`src/rtl/dda_fsm.sv`:
```
// rtl/dda_fsm.sv - Raycaster DDA stepping engine: walks the map grid per ray until a wall or the step cap.
module dda_fsm #(
    parameter int NUM_COLS  = 320,
    parameter int MAP_W     = 5,
    parameter int MAP_LAT   = 2,
    parameter int MAX_STEPS = 64
) (
    input  logic               pixel_clk_in,
    input  logic               rst_in,
    input  logic               dda_fifo_tvalid_in,
    input  logic [94:0]        dda_fifo_tdata_in,
    output logic               dda_fsm_tready_out,
    output logic [2*MAP_W-1:0] map_addr_out,
    input  logic [3:0]         map_data_in,
    output logic               dda_fsm_tvalid_out,
    output logic [38:0]        dda_fsm_tdata_out,
    output logic               dda_fsm_tlast_out,
    input  logic               dda_fsm_tready_in
);

    localparam int FW = $clog2(MAP_LAT + 1);
    localparam int SW = $clog2(MAX_STEPS + 1);
    localparam logic [MAP_W-1:0] MAP_ONE   = 1;
    localparam logic [FW-1:0]    FETCH_ONE = 1;
    localparam logic [FW-1:0]    FETCH_END = FW'(MAP_LAT - 1);
    localparam logic [SW-1:0]    STEP_ONE  = 1;
    localparam logic [SW-1:0]    STEP_MAX  = SW'(MAX_STEPS);
    localparam logic [8:0]       LAST_COL  = 9'(NUM_COLS - 1);

    typedef enum logic [2:0] {S_IDLE, S_STEP, S_FETCH, S_CHECK, S_EMIT} state_t;

    state_t             state_q, state_d;
    logic [8:0]         col_q, col_d;
    logic               step_x_neg_q, step_x_neg_d, step_y_neg_q, step_y_neg_d;
    logic [MAP_W-1:0]   map_x_q, map_x_d, map_y_q, map_y_d;
    logic [15:0]        sdx_q, sdx_d, sdy_q, sdy_d, ddx_q, ddx_d, ddy_q, ddy_d;
    logic               side_q, side_d;
    logic [SW-1:0]      step_cnt_q, step_cnt_d;
    logic [FW-1:0]      fetch_cnt_q, fetch_cnt_d;
    logic [2*MAP_W-1:0] addr_q, addr_d;
    logic [38:0]        tdata_q, tdata_d;
    logic               tlast_q, tlast_d, tvalid_q, tvalid_d, tready_q, tready_d;
    logic [15:0]        perp_base, perp_sub, perp;

    // Low ten input bits carry no ray field.
    logic unused_tdata_bits;
    assign unused_tdata_bits = ^dda_fifo_tdata_in[9:0];

    function automatic logic [15:0] sat_add(input logic [15:0] a, input logic [15:0] b);
        logic [16:0] s;
        s = {1'b0, a} + {1'b0, b};
        return s[16] ? 16'hFFFF : s[15:0];
    endfunction

    always_comb begin
        perp_base = side_q ? sdy_q : sdx_q;
        perp_sub  = side_q ? ddy_q : ddx_q;
        perp      = (perp_base >= perp_sub) ? (perp_base - perp_sub) : 16'h0000;
    end

    always_comb begin
        state_d      = state_q;
        col_d        = col_q;
        step_x_neg_d = step_x_neg_q;
        step_y_neg_d = step_y_neg_q;
        map_x_d      = map_x_q;
        map_y_d      = map_y_q;
        sdx_d        = sdx_q;
        sdy_d        = sdy_q;
        ddx_d        = ddx_q;
        ddy_d        = ddy_q;
        side_d       = side_q;
        step_cnt_d   = step_cnt_q;
        fetch_cnt_d  = fetch_cnt_q;
        addr_d       = addr_q;
        tdata_d      = tdata_q;
        tlast_d      = tlast_q;
        case (state_q)
            S_IDLE: begin
                if (dda_fifo_tvalid_in && tready_q) begin
                    col_d        = dda_fifo_tdata_in[94:86];
                    step_x_neg_d = dda_fifo_tdata_in[85];
                    step_y_neg_d = dda_fifo_tdata_in[84];
                    map_x_d      = dda_fifo_tdata_in[83:79];
                    map_y_d      = dda_fifo_tdata_in[78:74];
                    sdx_d        = dda_fifo_tdata_in[73:58];
                    sdy_d        = dda_fifo_tdata_in[57:42];
                    ddx_d        = dda_fifo_tdata_in[41:26];
                    ddy_d        = dda_fifo_tdata_in[25:10];
                    step_cnt_d   = '0;
                    state_d      = S_STEP;
                end
            end
            S_STEP: begin
                // A tie steps along Y.
                if (sdx_q < sdy_q) begin
                    sdx_d   = sat_add(sdx_q, ddx_q);
                    map_x_d = step_x_neg_q ? (map_x_q - MAP_ONE) : (map_x_q + MAP_ONE);
                    side_d  = 1'b0;
                end else begin
                    sdy_d   = sat_add(sdy_q, ddy_q);
                    map_y_d = step_y_neg_q ? (map_y_q - MAP_ONE) : (map_y_q + MAP_ONE);
                    side_d  = 1'b1;
                end
                step_cnt_d  = step_cnt_q + STEP_ONE;
                addr_d      = {map_y_d, map_x_d};
                fetch_cnt_d = '0;
                state_d     = S_FETCH;
            end
            S_FETCH: begin
                if (fetch_cnt_q == FETCH_END) begin
                    state_d = S_CHECK;
                end else begin
                    fetch_cnt_d = fetch_cnt_q + FETCH_ONE;
                end
            end
            S_CHECK: begin
                tlast_d = (col_q == LAST_COL);
                if (map_data_in != 4'd0) begin
                    tdata_d = {col_q, side_q, map_data_in, perp, map_x_q, map_y_q[3:0]};
                    state_d = S_EMIT;
                end else if (step_cnt_q == STEP_MAX) begin
                    tdata_d = {col_q, side_q, 4'd0, 16'hFFFF, map_x_q, map_y_q[3:0]};
                    state_d = S_EMIT;
                end else begin
                    state_d = S_STEP;
                end
            end
            S_EMIT: begin
                if (tvalid_q && dda_fsm_tready_in) begin
                    state_d = S_IDLE;
                end
            end
            default: state_d = S_IDLE;
        endcase
        tvalid_d = (state_d == S_EMIT);
        tready_d = (state_d == S_IDLE);
    end

    always_ff @(posedge pixel_clk_in or negedge rst_in) begin
        if (!rst_in) begin
            state_q      <= S_IDLE;
            col_q        <= '0;
            step_x_neg_q <= 1'b0;
            step_y_neg_q <= 1'b0;
            map_x_q      <= '0;
            map_y_q      <= '0;
            sdx_q        <= '0;
            sdy_q        <= '0;
            ddx_q        <= '0;
            ddy_q        <= '0;
            side_q       <= 1'b0;
            step_cnt_q   <= '0;
            fetch_cnt_q  <= '0;
            addr_q       <= '0;
            tdata_q      <= '0;
            tlast_q      <= 1'b0;
            tvalid_q     <= 1'b0;
            tready_q     <= 1'b0;
        end else begin
            state_q      <= state_d;
            col_q        <= col_d;
            step_x_neg_q <= step_x_neg_d;
            step_y_neg_q <= step_y_neg_d;
            map_x_q      <= map_x_d;
            map_y_q      <= map_y_d;
            sdx_q        <= sdx_d;
            sdy_q        <= sdy_d;
            ddx_q        <= ddx_d;
            ddy_q        <= ddy_d;
            side_q       <= side_d;
            step_cnt_q   <= step_cnt_d;
            fetch_cnt_q  <= fetch_cnt_d;
            addr_q       <= addr_d;
            tdata_q      <= tdata_d;
            tlast_q      <= tlast_d;
            tvalid_q     <= tvalid_d;
            tready_q     <= tready_d;
        end
    end

    assign dda_fsm_tready_out = tready_q;
    assign map_addr_out       = addr_q;
    assign dda_fsm_tvalid_out = tvalid_q;
    assign dda_fsm_tdata_out  = tdata_q;
    assign dda_fsm_tlast_out  = tlast_q;

endmodule

```
`config.mk`:
```
export PLATFORM = sky130hd
export DESIGN_NAME = dda_fsm
export DESIGN_NICKNAME = d
export VERILOG_FILES = /design/src/rtl/dda_fsm.sv
export SDC_FILE = /design/constraint.sdc
export NUM_CORES = 1
export LEC_CHECK = 0
export ABC_AREA = 1
export ABC_CLOCK_PERIOD_IN_PS = 4700
export CAP_MARGIN = 20
export CORE_MARGIN = 2
export CORE_UTILIZATION = 37
export CTS_CLUSTER_DIAMETER = 150
export DETAILED_ROUTE_END_ITERATION = 6
export GPL_ROUTABILITY_DRIVEN = 0
export GPL_TIMING_DRIVEN = 0
export SLEW_MARGIN = 20
export SYNTH_ARGS = -nofsm -noshare
export SYNTH_HDL_FRONTEND = slang
export SYNTH_SLANG_ARGS = --single-unit
```
`constraint.sdc`:
```
create_clock -name pixel_clk_in -period 4.7 [get_ports pixel_clk_in]
set_input_delay 0.94 -clock pixel_clk_in [delete_from_list [all_inputs] [get_ports pixel_clk_in]]
set_output_delay 0.94 -clock pixel_clk_in [all_outputs]
set_load 0.005 [all_outputs]
```
==> impl_metrics.toml, run 1 <==
[power_and_ir_drop]
p_leak_nw = 6.58
p_sw_w = 0.00543
ir_drop_mv = 0.286
power_density_nw_per_um2 = 845
pwr-share-comb_pct = 63.7
p_total_w = 0.0108
p_clk_share_pct = 13.4
p_int_w = 0.00533
p_sw_share_pct = 50.5
seqPwrFrac_pct = 22.9

[floorplanning]
start_util_pct = 37.8
fp.dieH_um = 170
die_w_um = 170
pin_count = 155
coreArea_um2 = 27000
rows = 60
die-area_um2 = 29000

[worst_setup_path]
critPathRequiredTime_ps = 5070
arrival_ps = 3440
reg2reg_from = "side_q"
reg2reg_depth = 14
cp_max_fo = 10
reg2reg_slack_ps = 1630
path_class = "reg -> reg"
worst_setup_path_start_kind = "flip-flop"
end_kind = "flip-flop"
r2r_end = "dda_fsm_tdata_out[21]"

[sta]
fin_crit_sh_pct = 65.4
fin_crit_ps = 3070
drv_slew = 0
fmax_mhz = 325
final-hold-violation-count = 0
setup_viol = 0
slew_headroom_pct = 54.1
setup_ws_ps = 1630
max_slew.worst_pin.slew_ps = 688
grt_setup_unrepaired = "no"
skew_ps = 17.6
tns_ps = 0

[yosys]
post_synth_most_frequent_cells = "nand2_1, inv_1, dfrtp_1, nand3_1, o21ai_0"
yosys.cell_count.top_type = "nand2_1"
synth.largest_area_cell = "dfrtp_1"
ys_warn_count = 0
synth_fp_nets = 1608
yosysSeqAreaShare_pct = 36.7
synth_cell_types = 42
ys_top_cells_by_area = "dfrtp_1, nand2_1, ha_1"
avgSynthCellArea_um2 = 7.16
synth_edf_count = 0
ys_ff_latch = 150
async_reset_ff_share_pct = 100
syn_area_um2 = 10200
post-synth-top-area-fraction_pct = 36.7
synthFlopType = "dfrtp_1"
synthCells = 1428

[clock_network]
post_cts_buffers = 0
clk_pin_slew_ps = 80
root_buffer = "clkbuf_16"
clock-sinks = 150
clockBufferDepth = 2
cts-resized-gates = 0
cts_tree = "built"
worstSkewPairLatency_ps = 440
ctsHoldBuffers = 0
numCtsBuffers = 17
h-tree-depth = 4

[global_routing]
grt_use_total_pct = 21.8
overflow = 0
grtUsageMet2_pct = 33.9
grt_pass1_vias = 9289
grt_pass1_wl_um = 49000
use_met1_pct = 31.3
antenna_found_initial = 0
grt_busiest_layer = "met2"
grt_max_degree = 80
globalRouteMet3Util_pct = 3.35

[detailed_routing]
first_pass_iters = 6
ant_nets = 0
drc = 0
detailroute.via_count = 9732
wl_um = 30700
vias_per_cell = 5.00
drt_iter0_markers = 912
routedWlPerCell_um = 15.8

[final_layout]
n_antenna_cell = 0
num-fill-cells = 2720
final_cells = 1946
area_delta_synth_final_pct = 24.7
drive_above_1_share_pct = 7.23
nets = 1772
design_area_um2 = 12700

[job]
maxCapViolCount = 0

[place]
preCtsSetupSlack_ps = 1630
port_buffers = 144
dp_cells = 1914
place_area_um2 = 12100
dpl.hpwl_um = 24200

[hold_path]
hold_class = "in -> async"

[status]
outcome = "complete, no violations"
-- worst max path at each step --
stage,start,to,slack [ps]
3_3_place_gp,rst_in,sdy_q[13],-3630
2_1_floorplan,side_q,dda_fsm_tdata_out[21],2200
3_5_place_dp,side_q,dda_fsm_tdata_out[21],1630
4_1_cts,side_q,dda_fsm_tdata_out[21],1620
5_1_grt,side_q,dda_fsm_tdata_out[18],1380
6_report,side_q,dda_fsm_tdata_out[21],1630
-- layer usage --
metal  share of wire [%]  wire, um  up-vias
met1                  48     14800     4490
met5                   0         0        -
met3                 5.6      1710       39
met4                 2.3       708        0
li1                    -         -     4914
met2                  44     13500      289
-- cell type report --
type | count | area [um^2] | share of cell area (%)
multi-input cells | 1057 | 5560 | 43.6
flip-flops and latches | 150 | 3750 | 29.5
repair buffers | 145 | 1470 | 11.6
inverters | 178 | 671 | 5.26
well taps | 341 | 427 | 3.35
clock buffers | 17 | 425 | 3.34
plain buffers | 43 | 238 | 1.87
clock inverters | 15 | 194 | 1.52
-- worst max-delay path, stage by stage, from the launching register on --
cell	delay [ps]
dfrtp_1	360
buf_2	200
inv_1	190
clkbuf_1	370
o21ai_0	250
ha_1	280
fa_1	430
o21ai_2	240
nand2_2	70
nand2_2	100
o21ai_2	70
nand2_4	120
buf_12	150
nand3_2	70
a21oi_2	110
-- placed cells by master, fill, tap and decap left out, types with 17 or more instances in the layout --
master           netlist  routed
buf_2                 24      24
nand4_1               24      24
clkbuf_16              0      17
nand2_2               17      17
nor2_1                88      88
a21oi_1               44      44
nand3_1              106     106
nand2_1              491     491
dfrtp_1              150     150
inv_1                172     172
o21ai_0               89      89
ha_1                  72      72
clkdlybuf4s50_1        0     143
-- registers in the layout, indices dropped and copies added, names as in the netlist, 5 cells and up --
| register | count |
|---|---|
| ddy_q | 16 |
| ddx_q | 16 |
| dda_fsm_tdata_out | 39 |
| map_addr_out | 10 |
| step_cnt_q | 7 |
| sdx_q | 16 |
| map_x_q | 5 |
| col_q | 9 |
| map_y_q | 5 |
| sdy_q | 16 |
-- kinds of logic (layout without fill, tap and decap cells) --
family                   Yosys count  in the layout  share of synthesized area (%)
AND/OR/NAND/NOR                  759            759                           31.2
buffers and inverters            221            398                           8.89
AO/OA/AOI/OAI                    184            184                           10.1
flip-flops                       150            150                           36.7
adder cells (fa/ha/maj)           77             77                           9.79
XOR/XNOR                          23             23                           1.97
multiplexers                      14             14                           1.37
-- power by group through the flow --
stage | Clock, W | Combinational, W | Sequential [W]
final | 0.00144 | 0.00686 | 0.00247
after CTS | 0.00146 | 0.00681 | 0.00246
after global routing | 0.00152 | 0.00778 | 0.00255
after detailed placement | 0 | 0.00677 | 0.00248
after floorplan | 0 | 0.00484 | 0.00232
after global placement | 0 | 0.00667 | 0.00248
-- per-stage QoR --
| stage | hold slack (ps) | util (%) |
|---|---|---|
| floorplan | 453 | - |
| CTS | 478 | 47.1 |
| global route | 495 | 47.1 |
| finish | 452 | 47.1 |
| global placement | 457 | 44.7 |
| detailed placement | 459 | 44.8 |
Power figures use the tool's default switching activity.
==> run 2: changes to the inputs <==
--- a/config.mk
+++ b/config.mk
@@ -6,7 +6,7 @@
 export NUM_CORES = 1
 export LEC_CHECK = 0
 export ABC_AREA = 1
-export ABC_CLOCK_PERIOD_IN_PS = 4700
+export ABC_CLOCK_PERIOD_IN_PS = 2740
 export CAP_MARGIN = 20
 export CORE_MARGIN = 2
 export CORE_UTILIZATION = 37
==> constraint.sdc (replaced) <==
create_clock -name pixel_clk_in -period 2.74 [get_ports pixel_clk_in]
set_input_delay 0.548 -clock pixel_clk_in [delete_from_list [all_inputs] [get_ports pixel_clk_in]]
set_output_delay 0.548 -clock pixel_clk_in [all_outputs]
set_load 0.005 [all_outputs]
==> run 2 against run 1 <==
Against the previous run:
- critical path type unchanged
- die area is the same
- cell area grew 0.64%
- setup slack lost 1500 ps
- sequential cell count is the same
- largest power group unchanged
- utilization grew 0.30 points
- first-iteration DRC count grew 2.3%
==> impl_metrics.toml, run 2 (synthesized netlist as in run 1, its figures left out) <==
[floorplanning]
die-area_um2 = 29000
coreArea_um2 = 27000
start_util_pct = 37.8
rows = 60
die_w_um = 170
pin_count = 155
fp.dieH_um = 170

[clock_network]
clockBufferDepth = 2
ctsHoldBuffers = 0
h-tree-depth = 4
worstSkewPairLatency_ps = 440
clk_pin_slew_ps = 80
cts_tree = "built"
root_buffer = "clkbuf_16"
numCtsBuffers = 17
clock-sinks = 150

[final_layout]
nets = 1774
num-fill-cells = 2717
final_cell_mix = "nand2_1, inv_1, dfrtp_1, clkdlybuf4s50_1, nand3_1"
area_delta_synth_final_pct = 25.5
layout_commonest_cell = "nand2_1"
drive_above_1_share_pct = 8.40
n_antenna_cell = 0
largest_register_ffs = 39

[sta]
fin_crit_ps = 2600
fin_crit_sh_pct = 94.8
setup_ws_ps = 142
final-hold-violation-count = 0
grt_setup_unrepaired = "no"
drv_slew = 0
fmax_mhz = 385
tns_ps = 0
max_slew.worst_pin.slew_ps = 676
setup_viol = 0
skew_ps = 18.1
hold_ws_ps = 68.4
slew_headroom_pct = 54.9

[place]
preCtsSetupSlack_ps = -333
dpl.hpwl_um = 24200
port_buffers = 144

[worst_setup_path]
cp-startpoint = "side_q"
cp_max_fo = 10
worst_setup_path_start_kind = "flip-flop"
end_kind = "flip-flop"
critPathRequiredTime_ps = 3070
path_class = "reg -> reg"
arrival_ps = 2930
reg2reg_from = "side_q"

[detailed_routing]
wl_um = 30800
vias_per_cell = 5.00
drt_iter0_markers = 933
ant_nets = 0
first_pass_iters = 5
detailroute.via_count = 9745
drc = 0
routedWlPerCell_um = 15.8

[power_and_ir_drop]
p_leak_nw = 6.59
power_density_nw_per_um2 = 1460
ir_drop_mv = 0.494

[global_routing]
grt_use_total_pct = 21.8
overflow = 0
grt_pass1_wl_um = 49100
grt_pass1_vias = 9298
antenna_found_initial = 0
grt_max_degree = 80

[job]
maxCapViolCount = 0

[status]
outcome = "complete, no violations"

[hold_path]
hold_class = "in -> async"
## run 2: power breakdown
part           leakage, nW  switching (W)  internal (W)  total (W)
sequential            1.84       0.000963       0.00328    0.00424
clock                0.300        0.00122       0.00126    0.00248
combinational         4.45        0.00726       0.00478     0.0120
total                 6.59        0.00944       0.00932     0.0188
## run 2: final timing paths
path,endpoint,slack (ps),cells after the start
worst max-delay path,dda_fsm_tdata_out[18],140,13
max in group asynchronous,map_addr_out[6],1850,2
worst min register to register,dda_fsm_tdata_out[28],470,2
worst max register to register,dda_fsm_tdata_out[18],140,13
worst min-delay path,dda_fsm_tdata_out[37],70,1
min in group pixel_clk_in,dda_fsm_tdata_out[28],470,2
## run 2: cell type report
| type | count | area (um^2) | share of cell area [%] |
|---|---|---|---|
| clock inverters | 15 | 194 | 1.51 |
| inverters | 178 | 671 | 5.23 |
| flip-flops and latches | 150 | 3750 | 29.3 |
| plain buffers | 43 | 254 | 1.98 |
| multi-input cells | 1057 | 5610 | 43.7 |
| clock buffers | 17 | 425 | 3.32 |
| well taps | 341 | 427 | 3.33 |
| repair buffers | 147 | 1490 | 11.6 |
## run 2: layer usage
layer | part of all wire, % | vias up | global-route usage [%]
li1 | - | 4927 | -
met1 | 49 | 4501 | 31.3
met2 | 44 | 279 | 34.0
met3 | 4.9 | 38 | 3.35
met4 | 2.3 | 0 | 6.35
met5 | 0 | - | 0
## run 2: timing repair
action,in CTS,in global routing
pin swaps,1,2
resized for setup,10,25
setup buffers,1,1
cloned,0,0
endpoints found under the setup margin,16,15
## run 2: critical path, cell delays in order (launching register included)
cell and delay [ps]:
dfrtp_1 330, buf_4 190, buf_4 250, mux2i_1 330, ha_1 370, a21oi_2 240
o21ai_4 100, nand2_2 70, nand2_2 70, o21ai_2 160, nand2_4 110, buf_12 160
nand2_2 70, a21oi_2 50
## run 2: metrics by stage
stage / util [%] / instance area [um^2] / power, W / instances
floorplan: - / 10200 / 0.0123 / 1428
global placement: 44.7 / 12100 / 0.0157 / 1913
detailed placement: 44.8 / 12100 / 0.0159 / 1914
CTS: 47.2 / 12800 / 0.0185 / 1947
global route: 47.4 / 12800 / 0.0206 / 1948
finish: 47.4 / 12800 / 0.0188 / 1948
